File: src/rtl/keep_stream_downsizer_pkg.sv
// Shared types and mask helpers for the keep-stream downsizer.
// Mask helpers work on a fixed maximum width; callers zero-extend narrower masks.
package stream_pkg;

    localparam int MAX_RATIO = 32;

    typedef enum logic [0:0] {
        IDLE = 1'b0,
        SEND = 1'b1
    } state_t;

    function automatic logic [4:0] lowest_set_idx(input logic [MAX_RATIO-1:0] mask);
        logic [4:0] idx;
        idx = '0;
        for (int i = MAX_RATIO - 1; i >= 0; i--) begin
            if (mask[i]) idx = i[4:0];
        end
        return idx;
    endfunction

    // True when at most one bit of the mask is set.
    function automatic logic one_hot_or_zero(input logic [MAX_RATIO-1:0] mask);
        logic [MAX_RATIO-1:0] one;
        one = {{(MAX_RATIO-1){1'b0}}, 1'b1};
        return (mask & (mask - one)) == '0;
    endfunction

endpackage

File: src/rtl/keep_stream_downsizer_lsb_priority_encoder.sv
// Combinational lowest-set-bit encoder: index of the lowest 1 in mask, valid when any bit set.
module lsb_priority_encoder #(
    parameter int WIDTH = 2
) (
    input  logic [WIDTH-1:0]         mask,
    output logic [$clog2(WIDTH)-1:0] idx,
    output logic                     valid
);

    localparam int IDX_W = $clog2(WIDTH);

    always_comb begin
        idx = '0;
        for (int i = WIDTH - 1; i >= 0; i--) begin
            if (mask[i]) idx = i[IDX_W-1:0];
        end
    end

    assign valid = |mask;

endmodule

File: src/rtl/keep_stream_downsizer.sv
// Serializes one wide keep-FIFO beat into narrow AXI-Stream beats, lowest kept sub-word first.
// Valid/ready: a transfer happens on either side exactly in a cycle where valid & ready are both 1.
module keep_stream_downsizer
    import stream_pkg::*;
#(
    parameter int T_DATA_WIDTH = 8,
    parameter int T_DATA_RATIO = 2
) (
    input  logic                                 clk,
    input  logic                                 rst_n,
    input  logic [T_DATA_WIDTH*T_DATA_RATIO-1:0] s_data_i,
    input  logic [T_DATA_RATIO-1:0]              s_keep_i,
    input  logic                                 s_last_i,
    input  logic                                 s_valid_i,
    output logic                                 s_ready_o,
    output logic [T_DATA_WIDTH-1:0]              m_data_o,
    output logic                                 m_keep_o,
    output logic                                 m_last_o,
    output logic                                 m_valid_o,
    input  logic                                 m_ready_i,
    output state_t                               dbg_state
);

    localparam int IDX_W  = $clog2(T_DATA_RATIO);
    localparam int WIDE_W = T_DATA_WIDTH * T_DATA_RATIO;

    state_t                   state_q;
    logic [WIDE_W-1:0]        data_q;
    logic [T_DATA_RATIO-1:0]  rem_q;
    logic                     last_q;
    logic                     null_q;

    logic                     final_beat;
    logic                     accept;
    logic                     fire;
    logic [T_DATA_RATIO-1:0]  rem_adv;
    logic [T_DATA_RATIO-1:0]  nxt_mask;
    logic [WIDE_W-1:0]        nxt_data;
    logic                     nxt_one;
    logic [IDX_W-1:0]         sel_idx;
    logic                     sel_valid;
    logic [T_DATA_WIDTH-1:0]  words [T_DATA_RATIO];
    logic [T_DATA_WIDTH-1:0]  sub_word;

    assign final_beat = null_q | ((rem_q != '0) & one_hot_or_zero(MAX_RATIO'(rem_q)));

    // Ready looks through to m_ready_i so a new beat can load as the last narrow beat leaves.
    assign s_ready_o = rst_n & ((state_q == IDLE) |
                                ((state_q == SEND) & m_ready_i & final_beat));

    assign accept = s_valid_i & s_ready_o;
    assign fire   = m_valid_o & m_ready_i;

    // Clearing the lowest set bit is the same as clearing bit idx of the current beat.
    assign rem_adv  = rem_q & (rem_q - T_DATA_RATIO'(1));
    assign nxt_mask = accept ? s_keep_i : rem_adv;
    assign nxt_data = accept ? s_data_i : data_q;
    assign nxt_one  = one_hot_or_zero(MAX_RATIO'(nxt_mask));

    lsb_priority_encoder #(
        .WIDTH (T_DATA_RATIO)
    ) u_enc (
        .mask  (nxt_mask),
        .idx   (sel_idx),
        .valid (sel_valid)
    );

    for (genvar k = 0; k < T_DATA_RATIO; k++) begin : g_words
        assign words[k] = nxt_data[k*T_DATA_WIDTH +: T_DATA_WIDTH];
    end

    assign sub_word  = words[sel_idx];
    assign dbg_state = state_q;

    always_ff @(posedge clk or negedge rst_n) begin
        if (!rst_n) begin
            state_q   <= IDLE;
            data_q    <= '0;
            rem_q     <= '0;
            last_q    <= 1'b0;
            null_q    <= 1'b0;
            m_valid_o <= 1'b0;
            m_data_o  <= '0;
            m_keep_o  <= 1'b0;
            m_last_o  <= 1'b0;
        end else if (accept) begin
            data_q <= s_data_i;
            rem_q  <= s_keep_i;
            last_q <= s_last_i;
            if (s_keep_i != '0) begin
                state_q   <= SEND;
                null_q    <= 1'b0;
                m_valid_o <= 1'b1;
                m_data_o  <= sub_word;
                m_keep_o  <= sel_valid;
                m_last_o  <= s_last_i & nxt_one;
            end else if (s_last_i) begin
                // Empty final beat still has to close the packet downstream.
                state_q   <= SEND;
                null_q    <= 1'b1;
                m_valid_o <= 1'b1;
                m_data_o  <= '0;
                m_keep_o  <= 1'b0;
                m_last_o  <= 1'b1;
            end else begin
                state_q   <= IDLE;
                null_q    <= 1'b0;
                m_valid_o <= 1'b0;
                m_data_o  <= '0;
                m_keep_o  <= 1'b0;
                m_last_o  <= 1'b0;
            end
        end else if (fire) begin
            if (final_beat) begin
                state_q   <= IDLE;
                rem_q     <= '0;
                null_q    <= 1'b0;
                m_valid_o <= 1'b0;
                m_data_o  <= '0;
                m_keep_o  <= 1'b0;
                m_last_o  <= 1'b0;
            end else begin
                rem_q    <= rem_adv;
                m_data_o <= sub_word;
                m_keep_o <= sel_valid;
                m_last_o <= last_q & nxt_one;
            end
        end
    end

endmodule

File: config.mk
export PLATFORM = sky130hd
export DESIGN_NAME = keep_stream_downsizer
export DESIGN_NICKNAME = d
export VERILOG_FILES = /design/src/rtl/keep_stream_downsizer_pkg.sv /design/src/rtl/keep_stream_downsizer_lsb_priority_encoder.sv /design/src/rtl/keep_stream_downsizer.sv
export SDC_FILE = /design/constraint.sdc
export NUM_CORES = 1
export LEC_CHECK = 0
export BUFFER_PORTS_ARGS = -buffer_cell sky130_fd_sc_hd__buf_2
export CELL_PAD_IN_SITES_DETAIL_PLACEMENT = 0
export CELL_PAD_IN_SITES_GLOBAL_PLACEMENT = 2
export CORE_ASPECT_RATIO = 1.75
export CORE_MARGIN = 2
export CORE_UTILIZATION = 39
export CTS_BUF_LIST = sky130_fd_sc_hd__clkbuf_4
export DETAILED_ROUTE_END_ITERATION = 8
export GPL_ROUTABILITY_DRIVEN = 1
export PLACE_DENSITY = 0.92
export SETUP_SLACK_MARGIN = 0.05
export SYNTH_ARGS = -nofsm -noshare
export SYNTH_HDL_FRONTEND = slang
export SYNTH_HIERARCHICAL = 1
export SYNTH_SLANG_ARGS = --single-unit
export TNS_END_PERCENT = 1
File: constraint.sdc
create_clock -name clk -period 7.2 [get_ports clk]
set_input_delay 1.08 -clock clk [delete_from_list [all_inputs] [get_ports clk]]
set_output_delay 1.08 -clock clk [all_outputs]
set_load 0.02 [all_outputs]
**Yosys cells after proc, flatten, opt, wreduce, memory -nomap -nowiden**

Index checks and enable logic that the tools add are counted.

- Register bits: 31

- Magnitude comparators: 1
- Bitwise operators: 14
- Reductions and logical operators: 8
- Add/sub/neg operators: 3
- Mux-type cells: 29

Operator list:

| operator | number |
|---|---|
| bitwise AND 2 x 32 -> 32 bit | 2 |
| logical NOT 32 bit | 2 |
| two-way mux 8 bit | 7 |
| two-way mux 1 bit | 17 |
| two-way mux 16 bit | 1 |
| two-way mux 2 bit | 4 |
| nonzero test 2 bit | 4 |
| bitwise AND 1 bit | 7 |
| subtractor 2 x 1 -> 3 bit (second input constant) | 2 |
| bitwise AND 2 bit | 1 |
| >= comparator 2 bit (second input constant) | 1 |
| NOT 1 -> 2 bit | 1 |
| OR 1 bit | 2 |
| AND reduction 2 bit | 1 |
| OR reduction 2 bit | 1 |
| subtractor 2 x 1 -> 2 bit (second input constant) | 1 |
| NOT 1 bit | 1 |

**Logic depth before layout (Yosys ltp)**

- Depth after elaboration: 19
- Depth in mapped cells: 9

**Modules after synthesis**

The synthesis kept the hierarchy.

By module, submodules not included:

| module | seq. area each (um2) | instances | area each (um2) | cells each |
|---|---|---|---|---|
| keep_stream_downsizer | 775.7 | 1 | 1471.4 | 98 |
| lsb_priority_encoder | 0.0 | 1 | 12.5 | 2 |

**Worst setup path before layout**

OpenSTA, ideal clock, no wires.

- Path kind: input to register
- From: input port s_valid_i
- To: register m_data_o[0]
- Slack: 4.326 ns
- Data required time: 7.079 ns
- Path buffers: 2
- Stages on the path: 8
- Arrival time: 2.753 ns
- Path through: nand2_1 a21oi_4 buf_6 mux2_2 nor2b_1 clkbuf_1 mux4_2 a22o_1

- Longest elaborated chain between the ends: 11
- Elaborated cells between the ends (all ways): 14
- Those cells by class: mux (11); bitwise (2); reduce/logical (1)

RTL lines:

| item | line | RTL |
|---|---|---|
| start, declared | keep_stream_downsizer.sv:14 | `input logic s_valid_i,` |
| bitwise AND 1 bit * | keep_stream_downsizer.sv:51 | `assign accept = s_valid_i & s_ready_o;` |
| two-way mux 2 bit * | keep_stream_downsizer.sv:56 | `assign nxt_mask = accept ? s_keep_i : rem_adv;` |
| net nxt_mask[1] | keep_stream_downsizer.sv:37 | `logic [T_DATA_RATIO-1:0] nxt_mask;` |
| two-way mux 1 bit * (2 in a row) | keep_stream_downsizer_lsb_priority_encoder.sv:15 | `if (mask[i]) idx = i[IDX_W-1:0];` |
| net sel_idx | keep_stream_downsizer.sv:40 | `logic [IDX_W-1:0] sel_idx;` |
| NOT 1 -> 2 bit (implied by the code) * | keep_stream_downsizer.sv:72 | `assign sub_word = words[sel_idx];` |
| two-way mux 8 bit (implied by the code) * (3 in a row) | keep_stream_downsizer.sv:72 |  |
| two-way mux 8 bit | keep_stream_downsizer.sv:114 | `if (final_beat) begin` |
| two-way mux 8 bit | keep_stream_downsizer.sv:113 | `end else if (fire) begin` |
| two-way mux 8 bit * | keep_stream_downsizer.sv:86 | `end else if (accept) begin` |
| end signal, assigned | keep_stream_downsizer.sv:94 | `m_data_o <= sub_word;` |
| end signal, assigned | keep_stream_downsizer.sv:124 | `m_data_o <= sub_word;` |
| end, declared | keep_stream_downsizer.sv:16 | `output logic [T_DATA_WIDTH-1:0] m_data_o,` |

The timed path passes the listed nets; every way through them passes the cells marked *. The select of a mux whose other input is x is not followed.
A chain may end at the register's enable or synchronous reset.

**Worst setup path after layout**

- From: input port rst_n
- To: register m_data_o[7]

- Longest elaborated chain between the ends: 12
- Elaborated cells between the ends (all ways): 15
- Those cells by class: mux (11); bitwise (3); reduce/logical (1)

RTL lines:

| item | line | RTL |
|---|---|---|
| start, declared | keep_stream_downsizer.sv:10 | `input logic rst_n,` |
| bitwise AND 1 bit * | keep_stream_downsizer.sv:48 | `assign s_ready_o = rst_n & ((state_q == IDLE) \|` |
| bitwise AND 1 bit * | keep_stream_downsizer.sv:51 |  |
| two-way mux 2 bit * | keep_stream_downsizer.sv:56 |  |
| net nxt_mask[1] | keep_stream_downsizer.sv:37 |  |
| two-way mux 1 bit * (2 in a row) | keep_stream_downsizer_lsb_priority_encoder.sv:15 |  |
| net sel_idx | keep_stream_downsizer.sv:40 |  |
| NOT 1 -> 2 bit (implied by the code) * | keep_stream_downsizer.sv:72 |  |
| two-way mux 8 bit (implied by the code) * (3 in a row) | keep_stream_downsizer.sv:72 |  |
| two-way mux 8 bit | keep_stream_downsizer.sv:114 |  |
| two-way mux 8 bit | keep_stream_downsizer.sv:113 |  |
| two-way mux 8 bit * | keep_stream_downsizer.sv:86 |  |

Marked as above.

==> impl_results.md <==
- Largest stage delay, worst path: about 0.70 ns
- Routability cong.: between 0.6 and 0.7
- Post-Route WL: 2910 microns
- Hold Violations, Final: 0
- Max Slew Vio Count: 0
- PortBufs: 35
- Pre-CTS WS: roughly 2.8 ns
- Worst Setup Path Type: input pin to register
- Leak Pwr: between 0.7 and 0.8 nW
- Sequential cell area fraction in the yosys report: 0.523
- Status: complete, no violations
- Nets@finish: 159
- Startpoint types: input pin
- Count of placed standard cells including taps: approximately 170
- Initial Util: 0.409
- Htree depth: 2
- Wirelength per Cell: around 16 microns
- Cts bufs inserted: 5
- Cells after synthesis: 100
- Yosys reg bits: 31
- Most frequent cells in the layout: buf_2 (35), dfrtp_1 (31), mux2_2 (19)
- Max-slew headroom: 0.459
- Worst-margin pin slew: approximately 0.81 ns
- Arrival time worst endpoint: 4.17 ns
- Clk_lat worst skew: ~0.33 ns
- Commonest non-fill, non-tap cell in the layout: buf_2
- Met3 GRT Util: 0.0348
- Initial drt markers: 24
- Post-synthesis cell type count: 25
- WP buf/inv: 1
- R2r startpoint: rem_q[0]
- Fin cells: ~180
- Cell Chain, Critical Path: buf_2, nand2_1, a21oi_4, mux2_2, nor2b_1, mux4_2, a22o_1
- RSZ-0062 raised after global routing: no
- Critical Path End Type: register
- Max-cap violations: 0
- Min Hold Slack: slightly above 0.5 ns
- Die area: about 4300 sq um
- Vias per cell: between 5 and 6
- Synth top area cells: dfrtp_1 (52%), mux2_2 (14%), mux4_2 (12%)
- CTS Buffer Depth: 2
- Critical path depth: 7
- Overall Global Routing Usage: 0.147
- Met1 Use GR: 0.160
- Diodes inserted: 0
- Critical path's slowest cell: a21oi_4
- Reg-to-reg slack, setup: about 4 ns
- DP HPWL: between 2000 and 2500 microns
- Minimum clock period: roughly 4.0 ns
- Syn Nets: 124
- Yosys Warn Count: 6
- Pwr Density: 409 nW/um^2
- Fmax: 252 MHz
- Number of setup buffers added after CTS: 0
- Mapped Area: ~1500 sq um
- Synthesized area per cell: between 10 and 15 sq um
- Area added between synthesis and finish: 15.4%
- First-pass iteration count of the detailed router: 4
- CTS clk-pin slew, worst paths: around 0.09 ns
- Root Driver: clkbuf_4
- Vias: 975
- Met2 Track Usage GR: 0.262
- Share of layout cells above drive strength 1: 0.526
- Clk sink count: 31
- Peak fanout along the critical path: 33
- Tcrit/Tclk final: 0.550
- Number of global-route vias before repair: approximately 1000
- Setup TNS: 0 ns
- Die H: about 86 microns
- Synth top area share: 0.523
- Post-cts resize count: 0
- Initial antenna violation count: 0
- First-pass GRT wire length: roughly 4800 microns
- R2R depth: 7
- Largest area contributor in the synthesized netlist: dfrtp_1
- Global route overflow: 0
- CTS tree: yes
- Die Wd: approximately 51 microns
- Core area: between 3000 and 4000 sq um
- Data required, critical path: 7.41 ns
- Critical path origin: rst_n
- Largest delay share family, worst path: simple AND/OR/NAND/NOR gates
- # setup viols final: 0
- Remaining antenna violation count: 0
- Hold Buf Count CTS: 0
- Setup crit end: m_data_o[7]
- FP Rows: 29
- Number of remaining DRC errors: 0
- Fin Clk Skew: roughly 0.012 ns
- Hold crit path type: register to register
- Worst flop-to-flop path endpoint: m_data_o[7]
- Setup ws final: approximately 3.2 ns
- IO Pins: 36
- Global route hottest layer: met2
- Pin count of the biggest net entering global routing: 34
- VDD IR max: 0.158 mV
==> state kept, by name (all words and copies together) (netlist names) <==
signal and count:
data_q 16, dbg_state 1, last_q 1, m_data_o 8
m_keep_o 1, m_last_o 1, null_q 1, rem_q 2
==> how the worst min path moves through the flow <==
| stage | from | endpoint | slack, ns | cells past startpoint |
|---|---|---|---|---|
| final | data_q[8] | data_q[8] | 0.51 | 1 |
| after global routing | data_q[15] | data_q[15] | 0.53 | 1 |
| after CTS | data_q[8] | data_q[8] | 0.51 | 1 |
| after detailed placement | rem_q[0] | rem_q[0] | 0.49 | 1 |
| after global placement | rem_q[0] | rem_q[0] | 0.47 | 1 |
| after floorplan | rem_q[0] | rem_q[0] | 0.46 | 1 |
==> synth_stat cells <==
master	count
clkbuf_1	2
nand2_1	6
nor3_1	1
a22oi_1	1
nor2_1	2
o211ai_1	1
a22o_1	9
and2_1	2
buf_4	2
a32o_1	1
a21o_1	2
o21ai_4	1
o21a_1	1
buf_6	2
o21ai_0	2
dfrtp_1	31
ha_1	1
nor2b_1	1
a21oi_4	1
mux2_2	19
or2_1	1
nand4_1	1
buf_2	1
mux4_2	8
o32ai_2	1
==> routing by layer <==
layer / vias up / routed length, microns
li1: 450 / -
met1: 495 / 1130
met2: 24 / 1590
met3: 6 / 125
met4: 0 / 58
met5: - / 0
==> kinds of logic (layout without fill, tap and decap cells) <==
family	Yosys count	in the layout	share of synthesized area
buffers and inverters	7	42	0.0337
DFF	31	31	0.523
AOI/OAI and AO/OA	20	20	0.125
muxes	27	27	0.266
and+or+nand+nor	14	14	0.0447
adders and majority gates	1	1	0.00843
==> stage by stage <==
step | util | instance area, sq um | power [mW]
global route | 0.472 | 1710 | 0.751
floorplan | - | 1480 | 0.544
detailed placement | 0.459 | 1670 | 0.619
CTS | 0.472 | 1710 | 0.713
finish | 0.472 | 1710 | 0.701
global placement | 0.459 | 1670 | 0.601
==> cell type report <==
type	count	area, sq um
Fill cell	361	1920
Sequential cell	31	776
Multi-Input combinational cell	62	658
Timing Repair Buffer	35	175
Tap cell	46	57.6
Clock buffer	5	37.5
Clock inverter	2	8.76
==> report_power, final <==
group | internal (mW) | switching (mW) | leakage [nW] | total [mW]
combinational | 0.160 | 0.145 | 0.378 | 0.305
clock | 0.0345 | 0.0566 | 0.0285 | 0.0912
sequential | 0.256 | 0.0492 | 0.380 | 0.305
No activity file was read; power rests on OpenSTA's default activity.
